### src/rtl/instr_fetch_unit.sv
// Fetch stage: owns the PC, fetches words from imem and presents {instr, pc, pc+4} to decode.
// Latency: imem_valid sampled at edge N -> if_valid=1 after edge N; zero-wait memory gives 1 instr/cycle.
// Backpressure: stall holds the output regs; a response landing under stall parks in a 1-entry skid.
//
// Ports:
//   clk, rst_n                   clock, asynchronous active-low reset
//   imem_req/imem_addr           fetch request, held with a stable word address until imem_valid
//   imem_valid/imem_rdata        fetch response (may arrive in the same cycle as the request)
//   stall                        decode cannot take the presented instruction this cycle
//   redirect_en/redirect_pc      taken branch / JAL / JALR target from execute; flushes fetch
//   if_valid/if_instr/if_pc/if_pc_plus4  instruction presented to decode (if_instr=NOP when invalid)
//   fetch_fault                  sticky: a misaligned redirect target was received
module instr_fetch_unit #(
  parameter logic [31:0] RESET_PC  = 32'h0000_0000,
  parameter logic [31:0] NOP_INSTR = 32'h0000_0013
) (
  input  logic        clk,
  input  logic        rst_n,
  output logic        imem_req,
  output logic [31:0] imem_addr,
  input  logic        imem_valid,
  input  logic [31:0] imem_rdata,
  input  logic        stall,
  input  logic        redirect_en,
  input  logic [31:0] redirect_pc,
  output logic        if_valid,
  output logic [31:0] if_instr,
  output logic [31:0] if_pc,
  output logic [31:0] if_pc_plus4,
  output logic        fetch_fault
);

  typedef enum logic [2:0] {IDLE, REQ, HOLD, DRAIN, FAULT} state_t;

  state_t      state_q, state_d;
  logic [31:0] pc_q, pc_d;
  logic        skid_vld_q, skid_vld_d;
  logic [31:0] skid_instr_q, skid_instr_d;
  logic [31:0] skid_pc_q, skid_pc_d;
  logic        out_vld_q, out_vld_d;
  logic [31:0] out_instr_q, out_instr_d;
  logic [31:0] out_pc_q, out_pc_d;
  logic [31:0] out_pc4_q, out_pc4_d;
  logic        fault_q, fault_d;
  logic        slot_free;
  logic        consumed;

  // The output register can take a new word if it is empty or being taken this cycle.
  assign slot_free = !out_vld_q || !stall;
  assign consumed  = out_vld_q && !stall;

  assign imem_req    = (state_q == REQ);
  assign imem_addr   = pc_q;
  assign if_valid    = out_vld_q;
  assign if_instr    = out_instr_q;
  assign if_pc       = out_pc_q;
  assign if_pc_plus4 = out_pc4_q;
  assign fetch_fault = fault_q;

  always_comb begin
    state_d      = state_q;
    pc_d         = pc_q;
    skid_vld_d   = skid_vld_q;
    skid_instr_d = skid_instr_q;
    skid_pc_d    = skid_pc_q;
    out_vld_d    = out_vld_q;
    out_instr_d  = out_instr_q;
    out_pc_d     = out_pc_q;
    out_pc4_d    = out_pc4_q;
    fault_d      = fault_q;

    case (state_q)
      IDLE: state_d = REQ;
      REQ: begin
        if (imem_valid) begin
          pc_d = pc_q + 32'd4;
          if (slot_free) begin
            out_vld_d   = 1'b1;
            out_instr_d = imem_rdata;
            out_pc_d    = pc_q;
            out_pc4_d   = pc_q + 32'd4;
          end else begin
            skid_vld_d   = 1'b1;
            skid_instr_d = imem_rdata;
            skid_pc_d    = pc_q;
            state_d      = HOLD;
          end
        end else if (consumed) begin
          out_vld_d = 1'b0;
        end
      end
      HOLD: begin
        // Output is necessarily valid here, so stall=0 means decode takes it this edge.
        if (!stall) begin
          out_vld_d   = 1'b1;
          out_instr_d = skid_instr_q;
          out_pc_d    = skid_pc_q;
          out_pc4_d   = skid_pc_q + 32'd4;
          skid_vld_d  = 1'b0;
          state_d     = REQ;
        end
      end
      DRAIN: begin
        // Swallow the response to the request issued before the redirect.
        if (imem_valid) state_d = REQ;
      end
      FAULT: out_vld_d = 1'b0;
      default: state_d = IDLE;
    endcase

    // Redirect overrides everything above; any response arriving this cycle is dropped.
    if (redirect_en && (state_q != FAULT)) begin
      out_vld_d  = 1'b0;
      skid_vld_d = 1'b0;
      pc_d       = redirect_pc;
      if (redirect_pc[1:0] != 2'b00) begin
        fault_d = 1'b1;
        state_d = FAULT;
      end else if (((state_q == REQ) || (state_q == DRAIN)) && !imem_valid) begin
        // A response is still owed by memory; a redirect during DRAIN keeps draining.
        state_d = DRAIN;
      end else begin
        state_d = REQ;
      end
    end

    // Decode always sees a NOP while nothing valid is presented.
    if (!out_vld_d) out_instr_d = NOP_INSTR;
  end

  always_ff @(posedge clk or negedge rst_n) begin
    if (!rst_n) begin
      state_q      <= IDLE;
      pc_q         <= RESET_PC;
      skid_vld_q   <= 1'b0;
      skid_instr_q <= 32'h0;
      skid_pc_q    <= 32'h0;
      out_vld_q    <= 1'b0;
      out_instr_q  <= NOP_INSTR;
      out_pc_q     <= 32'h0;
      out_pc4_q    <= 32'h0;
      fault_q      <= 1'b0;
    end else begin
      state_q      <= state_d;
      pc_q         <= pc_d;
      skid_vld_q   <= skid_vld_d;
      skid_instr_q <= skid_instr_d;
      skid_pc_q    <= skid_pc_d;
      out_vld_q    <= out_vld_d;
      out_instr_q  <= out_instr_d;
      out_pc_q     <= out_pc_d;
      out_pc4_q    <= out_pc4_d;
      fault_q      <= fault_d;
    end
  end

endmodule
### config.mk
export PLATFORM = sky130hd
export DESIGN_NAME = instr_fetch_unit
export DESIGN_NICKNAME = d
export VERILOG_FILES = /design/src/rtl/instr_fetch_unit.sv
export SDC_FILE = /design/constraint.sdc
export NUM_CORES = 1
export LEC_CHECK = 0
export BUFFER_PORTS_ARGS = -buffer_cell sky130_fd_sc_hd__buf_2
export CAP_MARGIN = 20
export CORE_MARGIN = 1.5
export CORE_UTILIZATION = 50
export CTS_BUF_LIST = sky130_fd_sc_hd__clkbuf_4 sky130_fd_sc_hd__clkbuf_8 sky130_fd_sc_hd__clkbuf_16
export CTS_CLUSTER_DIAMETER = 200
export CTS_CLUSTER_SIZE = 12
export DETAILED_ROUTE_END_ITERATION = 6
export PLACE_DENSITY = 0.74
export SKIP_LAST_GASP = 1
export SLEW_MARGIN = 20
export SYNTH_ARGS = -nofsm -noshare
export SYNTH_HDL_FRONTEND = slang
export SYNTH_SLANG_ARGS = --single-unit
### constraint.sdc
create_clock -name clk -period 2.47 [get_ports clk]
set_input_delay 0.3705 -clock clk [delete_from_list [all_inputs] [get_ports clk]]
set_output_delay 0.3705 -clock clk [all_outputs]
set_load 0.005 [all_outputs]
# After elaboration in Yosys (flattened, before gate mapping)
# Index checks and enable logic that the tools add are counted.
[totals]
ff_bits = 197
elab_cells = 78
[classes]
add_sub_neg = 2
n_eq_ne = 17
n_mux = 30
bitwise_logic = 1
reduce_logical = 19
[op_table]
columns = ["operator", "n"]
rows = [
  ["two-way mux 32 bit", 13],
  ["case mux 32 bit (2 select lines)", 3],
  ["adder 32 x 3 -> 32 bit (second input constant)", 2],
  ["two-way mux 3 bit", 6],
  ["!= test 3 bit (second input constant)", 5],
  ["case mux 3 bit (5 select lines)", 1],
  ["!= test 3 x 2 -> 1 bit (second input constant)", 3],
  ["AND reduction 4 bit", 2],
  ["nonzero test 2 bit", 4],
  ["== test 3 x 2 -> 1 bit (second input constant)", 2],
  ["two-way mux 1 bit", 5],
  ["AND reduction 5 bit", 1],
  ["!= test 2 x 1 -> 1 bit (second input constant)", 2],
  ["!= test 2 bit (second input constant)", 2],
  ["AND reduction 2 bit", 2],
  ["== test 3 x 1 -> 1 bit (second input constant)", 1],
  ["== test 3 bit (second input constant)", 1],
  ["logical AND 1 bit", 3],
  ["zero test 1 bit", 3],
  ["zero test 3 bit", 1],
  ["!= test 3 x 1 -> 1 bit (second input constant)", 1],
  ["case mux 1 bit (3 select lines)", 1],
  ["AND reduction 3 bit", 1],
  ["logical OR 1 bit", 2],
  ["2 further kinds", 2],
]

# Longest topological paths before layout
# Gate-level depths: netlist of run 1.
[depth]
ltp_word = 8
mapped_depth = 8

# Worst setup path before layout of run 1
# No wires, ideal clock.
[synth_path]
kind = "register -> register"
start = "reg pc_q[2], in the netlist imem_addr[2]"
end = "reg out_pc4_q[20], in the netlist if_pc_plus4[20]"
setup_ns = 0.095
t_arrival_ns = 2.091
slack_ns = 0.284
stages_incl_launch_ff = 8
n_path_buf = 1
path_cell_list = "dfrtp_1 ha_1 nand3_1 or4_1 clkbuf_1 o21ai_0 o31ai_1 o31ai_1"
[synth_via]
elab_chain_len = 4
[synth_lines]
columns = ["element", "line", "text"]
rows = [
  ["start, declared", "36", "logic [31:0] pc_q, pc_d;"],
  ["start signal, assigned", "145", "pc_q <= pc_d;"],
  ["adder 32 x 3 -> 32 bit", "81", "out_pc4_d = pc_q + 32'd4;"],
  ["two-way mux 32 bit", "77", "if (slot_free) begin"],
  ["two-way mux 32 bit", "75", "if (imem_valid) begin"],
  ["case mux 32 bit (2 select lines)", "72", "case (state_q)"],
  ["end signal, assigned", "152", "out_pc4_q <= out_pc4_d;"],
  ["end, declared", "43", "logic [31:0] out_pc4_q, out_pc4_d;"],
]
# No other way between the ends. The select of a mux whose other input is x is not followed.
# A chain may end at the register's enable or synchronous reset.

# Worst setup path in the final report of run 1
[layout_path]
start = "reg skid_pc_q[4]"
end = "reg out_pc4_q[19], in the netlist if_pc_plus4[19]"
[layout_via]
elab_chain_len = 3
[layout_lines]
columns = ["element", "line", "text"]
rows = [
  ["start, declared", "39", "logic [31:0] skid_pc_q, skid_pc_d;"],
  ["start signal, assigned", "148", "skid_pc_q <= skid_pc_d;"],
  ["adder 32 x 3 -> 32 bit", "98", "out_pc4_d = skid_pc_q + 32'd4;"],
  ["two-way mux 32 bit", "94", "if (!stall) begin"],
  ["case mux 32 bit (2 select lines)", "72", ""],
]
# No other way between the ends. The select of a mux whose other input is x is not followed.

==> results of run 1 <==
## where the power goes
group | internal (mW) | switching [mW]
logic | 2.51 | 2.92
clock network | 1.36 | 1.38
registers | 4.43 | 1.41
total | 8.30 | 5.71
## area by class of cell
cell class | count | area [sq um]
repair buffers | 245 | 1490
inverters | 4 | 15.0
well taps | 265 | 332
clock inverters | 15 | 166
multi-input cells | 750 | 4710
clock buffers | 17 | 425
flip-flops and latches | 195 | 4880
fillers | 1675 | 7500
## what timing repair did
| item | in CTS | in global routing |
|---|---|---|
| hold endpoints to repair | 60 | 0 |
| resized for setup | 0 | 0 |
| hold buffers | 1 | 0 |
## through the flow
step,setup slack [ns],cell area (sq um),util [%],std cells,power [mW]
5_1_grt,0.0641,12000,61.6,1491,15.0
3_5_place_dp,0.223,11400,58.5,1458,11.3
3_3_place_gp,0.277,11400,58.5,1458,11.1
4_1_cts,0.181,12000,61.6,1491,14.0
2_1_floorplan,0.284,9990,-,1043,9.01
6_report,0.179,12000,61.6,1491,14.0
## placed cells by master (no fill, tap or decap), types with 6 or more instances in the layout
cell and instances:
dfrtp_1 192, a31oi_1 38, buf_2 198, a21oi_1 36
and3_1 6, o21ai_0 18, clkbuf_16 17, nor3_1 14
nand2_1 185, o31ai_1 6, xor2_1 41, nor4_1 11
inv_6 6, buf_4 34, mux2_2 66, nor2_1 115
buf_12 11, xnor2_1 30, o221ai_1 7, or3_1 7
nand4_1 25, nand3_1 34, a311oi_1 29
## kinds of logic (layout without fill, tap and decap cells)
kind of cell             Yosys count  in the layout  share of synthesized area [%]
AND/OR/NAND/NOR                  445            445                           21.1
flip-flops                       195            195                           48.9
multiplexers                      71             71                           7.94
XOR/XNOR                          71             71                           6.22
adder cells (fa/ha/maj)            2              2                          0.250
buffers and inverters             98            281                           4.41
AO/OA/AOI/OAI                    161            161                           11.2
## worst register-to-register path, delay by kind of cell (launching register included)
kind | cells | cell delay, ns
simple gates | 3 | 1.25
flops | 1 | 0.53
xor+xnor | 1 | 0.10
compound gates | 1 | 0.30
## state kept, by name, summed over array words and instances (netlist names)
name	flops
if_pc	32
skid_pc_q	32
skid_instr_q	32
fetch_fault	1
imem_addr	32
if_instr	32
state_q	3
if_pc_plus4	30
if_valid	1
## cell usage after synthesis (3+ instances only)
library cell    n  share of area (%)
nand3b_1        3               0.23
and4_1          4               0.35
o31ai_1         6               0.45
nor3_1         14               0.70
buf_2          26                1.3
nand2b_1        3               0.19
buf_1           3               0.11
nor4_1         11               0.69
nor4_4          3               0.64
nand3_1        34                1.7
buf_4           6               0.45
o221ai_1        7               0.61
clkbuf_1       55                2.1
a31oi_1        38                2.4
dfrtp_1       192                 48
inv_1           4               0.15
a21oi_1        36                1.8
nand2_1       186                7.0
o21ai_0        18               0.90
nor2_1        117                4.4
or4_1           5               0.38
dfstp_2         3               0.79
xor2_1         41                3.6
mux2_2         66                7.4
a31o_2          3               0.26
and2_1          5               0.31
nor3_2          4               0.40
xnor2_1        30                2.6
a311oi_1       29                2.5
o21a_1          3               0.23
nand4_1        25                1.6
and3_1          6               0.38
or3_1           7               0.44
mux2i_1         5               0.50
a221o_1         3               0.30
## final timing paths
check                                           startpoint                     endpoint  cells after the start
worst max-delay path              skid_pc_q[4]$_DFFE_PN0P_  if_pc_plus4[19]$_DFFE_PN0P_                      5
worst min-delay path                       redirect_pc[28]    imem_addr[28]$_DFFE_PN0P_                      3
worst max register to register    skid_pc_q[4]$_DFFE_PN0P_  if_pc_plus4[19]$_DFFE_PN0P_                      5
worst min register to register  if_pc_plus4[5]$_DFFE_PN0P_   if_pc_plus4[5]$_DFFE_PN0P_                      2
max in group asynchronous                            rst_n      if_instr[4]$_DFFE_PN1P_                      3
min in group asynchronous                            rst_n      if_instr[3]$_DFFE_PN0P_                      2
## layer usage
| layer | track usage [%] | wire length, um |
|---|---|---|
| met4 | 8.98 | 568 |
| met5 | 0 | 0 |
| met2 | 39.6 | 12000 |
| met1 | 37.9 | 11800 |
| met3 | 4.30 | 1820 |
==> impl_metrics.csv, run 1 <==
group,metric,value,unit
synth,synth_area,9990,sq um
synth,async_flop_share,100,%
floorplan,placeableCoreArea,19500,sq um
synth,synth_area_per_cell,9.58,sq um
place,place_congestion,0.892,
setup_path,critPathTopFamily,"simple AND/OR/NAND/NOR gates",
synth,synth_edf_count,0,
floorplan,core.rowCount,51,
synth,synth.distinct_cells,63,
clock_network,cts_buffer_depth,2,
sta,slew_viol_final,0,
clock_network,cts_tree,"built",
layout,diodes,0,
synth,yosysWarnings,0,
synth,syn_nets,1114,
power,p_per_area,1160,nW/um^2
floorplan,die_h,144,um
layout,layout-drive-gt1-share,30.6,%
sta,hold-worst-slack,0.169,ns
sta,fin_crit_sh,92.7,%
synth,seq_area_frac_synth,48.9,%
detailed_routing,wl_per_cell,17.6,um
clock_network,cts_setup_buffers,0,
sta,fin_tns_setup,0,ns
place,hpwl,18.5,mm
grt,grt_max_degree,67,
floorplan,initial_utilization,51.2,%
detailed_routing,drtPass1Iterations,6,
grt,gr-total-overflow,0,
power,total_leakage_power,5.43,nW
detailed_routing,num_vias,8475,
sta,fin_skew,0.0203,ns
run_status,status,"completed",
setup_path,crit_path_max_incr_delay,0.76,ns
floorplan,ios,200,
detailed_routing,drt_iter0_markers,601,
clock_network,cts_made_buffers,17,
layout,nNetsFinal,1284,
setup_path,start_kind,"flop",
sta,period_needed,2.29,ns
power,vdd_drop_max,666,uV
clock_network,clock-root-buffer,"clkbuf_16",
setup_path,critical_path_class,"flop to flop",
detailed_routing,post-route-drc-count,0,
grt,grt_pass1_vias,7949,
grt,grt_use_total,26.1,%
sta,rsz0062_at_grt,"false",
layout,areaGrowthSynthToFinish,20.4,%
sta,finalHoldViolCount,0,
detailed_routing,totalWireLength,26.2,mm
run,drv_cap,0,
sta,setup_viol,0,
sta,fmax,437,MHz
grt,grt_pass1_wl,42.3,mm
sta,tightest_slew,0.602,ns
clock_network,htreeDepth,4,
setup_path,r2r_setup_slack,0.18,ns
setup_path,crit_path_end_kind,"flop",
clock_network,insertion_delay,0.45,ns
setup_path,crit_chain,"nand4_4, or4_1, nor3_1, xor2_1, a221o_1",
min_path,hold_class,"input port to flop",
grt,antenna_found_initial,0,
synth,ys.flop_type,"dfrtp_1",
detailed_routing,drtAntennaViolNets,0,
setup_path,cp_max_fo,8,
place,io_buffers,199,
detailed_routing,routed_via_density,5.68,
clock_network,path_clk_slew,0.08,ns
floorplan,die_x,144,um
setup_path,required,2.80,ns
setup_path,crit_slowest_cell,"or4_1",
clock_network,cts_sinks,195,
floorplan,die_area,20800,sq um
setup_path,worst-path-buf-inv,0,
setup_path,crit_arrival,2.62,ns
sta,slew_headroom,59.9,%
synth,synth-seq-cells,195,
synth,syn_inst,1043,
Note: power is estimated with default switching activity, not from simulation.
==> run 2: changes to the inputs <==
--- a/config.mk
+++ b/config.mk
@@ -5,8 +5,9 @@
 export SDC_FILE = /design/constraint.sdc
 export NUM_CORES = 1
 export LEC_CHECK = 0
-export BUFFER_PORTS_ARGS = -buffer_cell sky130_fd_sc_hd__buf_2
+export BUFFER_PORTS_ARGS = -buffer_cell sky130_fd_sc_hd__buf_4
 export CAP_MARGIN = 20
+export CORE_ASPECT_RATIO = 0.5
 export CORE_MARGIN = 1.5
 export CORE_UTILIZATION = 50
 export CTS_BUF_LIST = sky130_fd_sc_hd__clkbuf_4 sky130_fd_sc_hd__clkbuf_8 sky130_fd_sc_hd__clkbuf_16
==> run 2 against run 1 <==
Clock power grew 12%. Sequential share of layout area fell by 2.0 points. Sequential cell count stayed put. Setup slack got worse by 0.0013 ns. Non-clock buffer count grew 14. First-iteration DRC count shrank 7.2%. Total power increased by 6.8%. Worst hold slack got worse by 0.0058 ns. Largest cell class unchanged. Sequential power about the same. Core utilization grew 3.2 points. Routed wire length increased by 6.8%. Fmax about the same.
==> impl_metrics.csv, run 2 (synthesized netlist as in run 1, its figures left out) <==
group,metric,value,unit
place,place_congestion,0.909,
grt,antenna_found_initial,0,
setup_path,critical_path_class,"flop to flop",
setup_path,crit_chain,"nand4_4, or4_1, nor3_1, xor2_1, a221o_1",
place,place_area,12000,sq um
setup_path,cp_max_fo,8,
sta,slew_viol_final,0,
sta,fin_crit_sh,92.8,%
grt,grt_use_total,27.5,%
power,vdd_drop_max,541,uV
place,io_buffers,199,
clock_network,clock-root-buffer,"clkbuf_16",
place,pre_cts_slack,0.229,ns
floorplan,die_h,103,um
sta,slew_headroom,52.3,%
grt,gr-total-overflow,0,
layout,mostFrequentLayoutCell,"buf_4",
sta,rsz0062_at_grt,"false",
layout,fin_area,12600,sq um
detailed_routing,num_vias,8734,
floorplan,initial_utilization,51.2,%
detailed_routing,drt_iter0_markers,558,
detailed_routing,totalWireLength,28.0,mm
clock_network,cts_sinks,195,
setup_path,start_kind,"flop",
clock_network,insertion_delay,0.45,ns
sta,setup_viol,0,
floorplan,die_x,203,um
detailed_routing,wl_per_cell,18.6,um
detailed_routing,post-route-drc-count,0,
floorplan,die_area,20900,sq um
floorplan,core.rowCount,36,
layout,nNetsFinal,1298,
run,drv_cap,0,
setup_path,crit_slowest_cell,"or4_1",
clock_network,cts_buffer_depth,2,
floorplan,placeableCoreArea,19500,sq um
setup_path,crit_path_end_kind,"flop",
floorplan,ios,200,
sta,fin_tns_setup,0,ns
power,p_per_area,1180,nW/um^2
clock_network,path_clk_slew,0.08,ns
detailed_routing,drtPass1Iterations,5,
sta,worst_slack,0.178,ns
sta,fin_skew,0.0106,ns
grt,grt_max_degree,66,
sta,tightest_slew,0.715,ns
power,total_leakage_power,5.66,nW
layout,final_cell_mix,"buf_4, dfrtp_1, nand2_1",
setup_path,r2r_cells,5,
detailed_routing,drtAntennaViolNets,0,
clock_network,cts_tree,"built",
min_path,hold_class,"input port to flop",
layout,seqCellArea,4880,sq um
min_path,whs_path_depth,3,
setup_path,crit_path_max_incr_delay,0.77,ns
layout,areaGrowthSynthToFinish,26.5,%
sta,period_needed,2.29,ns
run_status,status,"completed",
place,hpwl,19.9,mm
sta,fmax,436,MHz
grt,grt_pass1_wl,44.5,mm
sta,finalHoldViolCount,0,
layout,layout-drive-gt1-share,31.4,%
layout,diodes,0,
clock_network,htreeDepth,4,
layout,nFillCells,1590,
clock_network,cts_made_buffers,17,
grt,grt_pass1_vias,8314,
layout,multiInputGateArea,4710,sq um
setup_path,required,2.80,ns
setup_path,crit_arrival,2.62,ns
detailed_routing,routed_via_density,5.80,
-- run 2: cell count changes in the layout (fill, tap and decap cells not counted) --
cell | previous run | this run
clkbuf_8 | 1 | 2
clkinv_2 | 1 | 0
bufinv_16 | 0 | 4
inv_6 | 6 | 3
clkinv_8 | 5 | 0
buf_4 | 34 | 249
clkinv_4 | 1 | 2
buf_12 | 11 | 8
buf_2 | 198 | 0
clkbuf_4 | 0 | 1
clkinvlp_4 | 1 | 3
-- run 2: report_power, final --
group          internal (mW)  switching (mW)
combinational           3.03            3.07
sequential              4.44            1.38
clock                   1.75            1.29
total                   9.22            5.74
-- run 2: metal layers --
metal | track usage (%) | vias up | part of all wire [%]
li1 | - | 4026 | -
met1 | 37.3 | 4384 | 45
met2 | 44.9 | 285 | 48
met3 | 5.40 | 39 | 5.8
met4 | 9.57 | 0 | 1.7
met5 | 0 | - | 0
-- run 2: final timing paths --
path | start | endpoint | slack [ns]
max | skid_pc_q[5]$_DFFE_PN0P_ | if_pc_plus4[19]$_DFFE_PN0P_ | 0.18
min | redirect_pc[10] | imem_addr[10]$_DFFE_PN0P_ | 0.16
max reg2reg | skid_pc_q[5]$_DFFE_PN0P_ | if_pc_plus4[19]$_DFFE_PN0P_ | 0.18
min reg2reg | fetch_fault$_DFFE_PN0P_ | fetch_fault$_DFFE_PN0P_ | 0.47
max in group asynchronous | rst_n | imem_addr[18]$_DFFE_PN0P_ | 1.21
min in group asynchronous | rst_n | if_pc[26]$_DFFE_PN0P_ | 0.45
-- run 2: final cells by class --
cell class              instances  area share, %
clock buffers                  19           3.53
clock inverters                13           1.56
inverters                       4          0.119
multi-input cells             750           37.3
flip-flops and latches        195           38.6
well taps                     266           2.63
repair buffers                259           16.2
-- run 2: what timing repair did --
action,CTS,global route
hold buffers,1,0
buffers inserted,0,0
gates resized for setup,0,0
hold endpoints to repair,50,0
-- run 2: metrics by stage --
stage	utilization (%)	instances	power (mW)	hold slack (ns)
5_1_grt	64.8	1506	15.9	0.160
3_3_place_gp	61.5	1473	11.7	0.362
4_1_cts	64.8	1506	15.0	0.151
3_5_place_dp	61.5	1473	11.9	0.370
2_1_floorplan	-	1043	9.01	0.0749
6_report	64.8	1506	15.0	0.163
-- run 2: critical path: cells and delay by family, from the launching register on --
family                    cells  cell delay (ns)
xor gates and xnor gates      1             0.11
and+or+nand+nor               3             1.26
DFF                           1             0.51
AOI/OAI and AO/OA             1             0.30
==> run 3: changes to the inputs <==
--- a/config.mk
+++ b/config.mk
@@ -14,7 +14,7 @@
 export CTS_CLUSTER_DIAMETER = 200
 export CTS_CLUSTER_SIZE = 12
 export DETAILED_ROUTE_END_ITERATION = 6
-export PLACE_DENSITY = 0.74
+export PLACE_DENSITY = 0.76
 export SKIP_LAST_GASP = 1
 export SLEW_MARGIN = 20
 export SYNTH_ARGS = -nofsm -noshare
==> constraint.sdc (replaced) <==
create_clock -name clk -period 2.1 [get_ports clk]
set_input_delay 0.315 -clock clk [delete_from_list [all_inputs] [get_ports clk]]
set_output_delay 0.315 -clock clk [all_outputs]
set_load 0.005 [all_outputs]
==> run 3 against run 2 <==
Worst hold slack worse by 0.045 ns. Setup slack worse by 0.11 ns. Critical path depth is 4 higher. Routed wire length is 4.9% higher. Combinational power is 38% higher. Die area stayed put. Critical path type unchanged. Clock power is 9.2% higher. Sequential share of layout area is 1.5 points lower.
==> impl_metrics.csv, run 3 (synthesized netlist as in run 1, its figures left out) <==
group,metric,value,unit
run_status,status,"completed",
detailed_routing,drtPass1Iterations,6,
power,total_leakage_power,5.96,nW
setup_path,r2r_cells,9,
floorplan,die_area,20900,sq um
power,power,18.2,mW
detailed_routing,totalWireLength,29.4,mm
sta,fin_tns_setup,0,ns
setup_path,critical_path_class,"flop to flop",
setup_path,start_kind,"flop",
detailed_routing,num_vias,9020,
clock_network,cts_made_buffers,17,
sta,fin_skew,0.00881,ns
layout,areaGrowthSynthToFinish,31.5,%
layout,layout-drive-gt1-share,34.6,%
power,pwr-share-seq,35.6,%
grt,grt_pass1_vias,8674,
clock_network,htreeDepth,4,
floorplan,placeableCoreArea,19500,sq um
sta,slew_headroom,57.7,%
floorplan,core.rowCount,36,
min_path,hold_class,"input port to flop",
detailed_routing,post-route-drc-count,0,
layout,final_cell_mix,"buf_4, dfrtp_1, nand2_1",
power,vdd_drop_max,742,uV
min_path,whs_path_depth,3,
sta,slew_viol_final,0,
clock_network,clock-root-buffer,"clkbuf_16",
setup_path,cp_max_fo,5,
power,switching_share,38.6,%
detailed_routing,drtAntennaViolNets,0,
clock_network,insertion_delay,0.44,ns
place,io_buffers,199,
grt,grt_use_total,28.3,%
place,pre_cts_slack,0.0472,ns
floorplan,die_x,203,um
sta,worst_slack,0.0706,ns
sta,setup_viol,0,
floorplan,initial_utilization,51.2,%
power,p_switching,7.04,mW
clock_network,cts_tree,"built",
setup_path,crit_path_end_kind,"flop",
layout,diodes,0,
place,place_congestion,0.914,
grt,grt_max_degree,62,
grt,gr-total-overflow,0,
run,drv_cap,0,
detailed_routing,routed_via_density,5.77,
detailed_routing,wl_per_cell,18.8,um
layout,mostFrequentLayoutCell,"buf_4",
sta,fin_crit_sh,96.6,%
power,p_clk_share,18.2,%
floorplan,die_h,103,um
sta,period_needed,2.03,ns
place,hpwl,21.1,mm
clock_network,cts_buffer_depth,2,
layout,nNetsFinal,1354,
power,p_int,11.2,mW
setup_path,required,2.42,ns
floorplan,ios,200,
sta,tightest_slew,0.630,ns
sta,fmax,493,MHz
clock_network,cts_sinks,195,
power,power_frac_comb,46.2,%
power,p_per_area,1390,nW/um^2
sta,rsz0062_at_grt,"true",
clock_network,path_clk_slew,0.07,ns
sta,finalHoldViolCount,0,
grt,grt_pass1_wl,46.0,mm
grt,antenna_found_initial,0,
sta,hold-worst-slack,0.118,ns
detailed_routing,drt_iter0_markers,571,
setup_path,crit_arrival,2.35,ns
## run 3: per-layer routing
metal  global-route usage [%]  wire length (um)
met5                        0                 0
met4                     8.77               576
met3                     4.93              1890
met2                     47.7             14200
met1                     37.8             12700
## run 3: path summary, 6_finish.rpt
kind / end / slack [ns] / startpoint
min reg2reg: fetch_fault$_DFFE_PN0P_ / 0.48 / fetch_fault$_DFFE_PN0P_
min: imem_addr[21]$_DFFE_PN0P_ / 0.12 / redirect_pc[21]
max: if_pc_plus4[18]$_DFFE_PN0P_ / 0.07 / state_q[2]$_DFFE_PN0P_
min in group asynchronous: if_pc[29]$_DFFE_PN0P_ / 0.38 / rst_n
max reg2reg: if_pc_plus4[18]$_DFFE_PN0P_ / 0.07 / state_q[2]$_DFFE_PN0P_
max in group asynchronous: if_instr[0]$_DFFE_PN1P_ / 1.03 / rst_n
## run 3: power groups by stage
| stage | combinational [mW] | sequential, mW | clock (mW) |
|---|---|---|---|
| 5_1_grt | 9.17 | 6.65 | 3.51 |
| 2_1_floorplan | 4.29 | 6.31 | 0 |
| 4_1_cts | 8.30 | 6.47 | 3.37 |
| 3_3_place_gp | 8.04 | 6.44 | 0 |
| 6_report | 8.43 | 6.49 | 3.33 |
| 3_5_place_dp | 8.24 | 6.52 | 0 |
## run 3: critical path: stages, from the launching register on
cell	delay [ns]
dfrtp_1	0.41
buf_4	0.16
nand4bb_1	0.26
buf_4	0.21
o21ai_4	0.26
buf_4	0.19
buf_4	0.13
nand3_1	0.07
o221ai_1	0.15
a21oi_1	0.07
## run 3: layout make-up
cell class | instances | area (sq um)
clock buffers | 18 | 439
well taps | 266 | 333
multi-input cells | 750 | 4730
fillers | 1508 | 6360
clock inverters | 14 | 156
inverters | 4 | 15.0
repair buffers | 315 | 2590
flip-flops and latches | 195 | 4880
## run 3: stage by stage
stage | area (sq um) | instances | utilization (%)
2_1_floorplan | 10000 | 1043 | -
3_3_place_gp | 12500 | 1524 | 63.9
3_5_place_dp | 12500 | 1524 | 63.9
4_1_cts | 13100 | 1557 | 67.0
5_1_grt | 13100 | 1562 | 67.4
6_report | 13100 | 1562 | 67.4
## run 3: repair_timing
| action | CTS | global route |
|---|---|---|
| hold endpoints to repair | 38 | 0 |
| resized for setup | 0 | 5 |
| setup buffers | 0 | 4 |
| setup endpoints to repair | 0 | 54 |
| hold buffers | 1 | 0 |
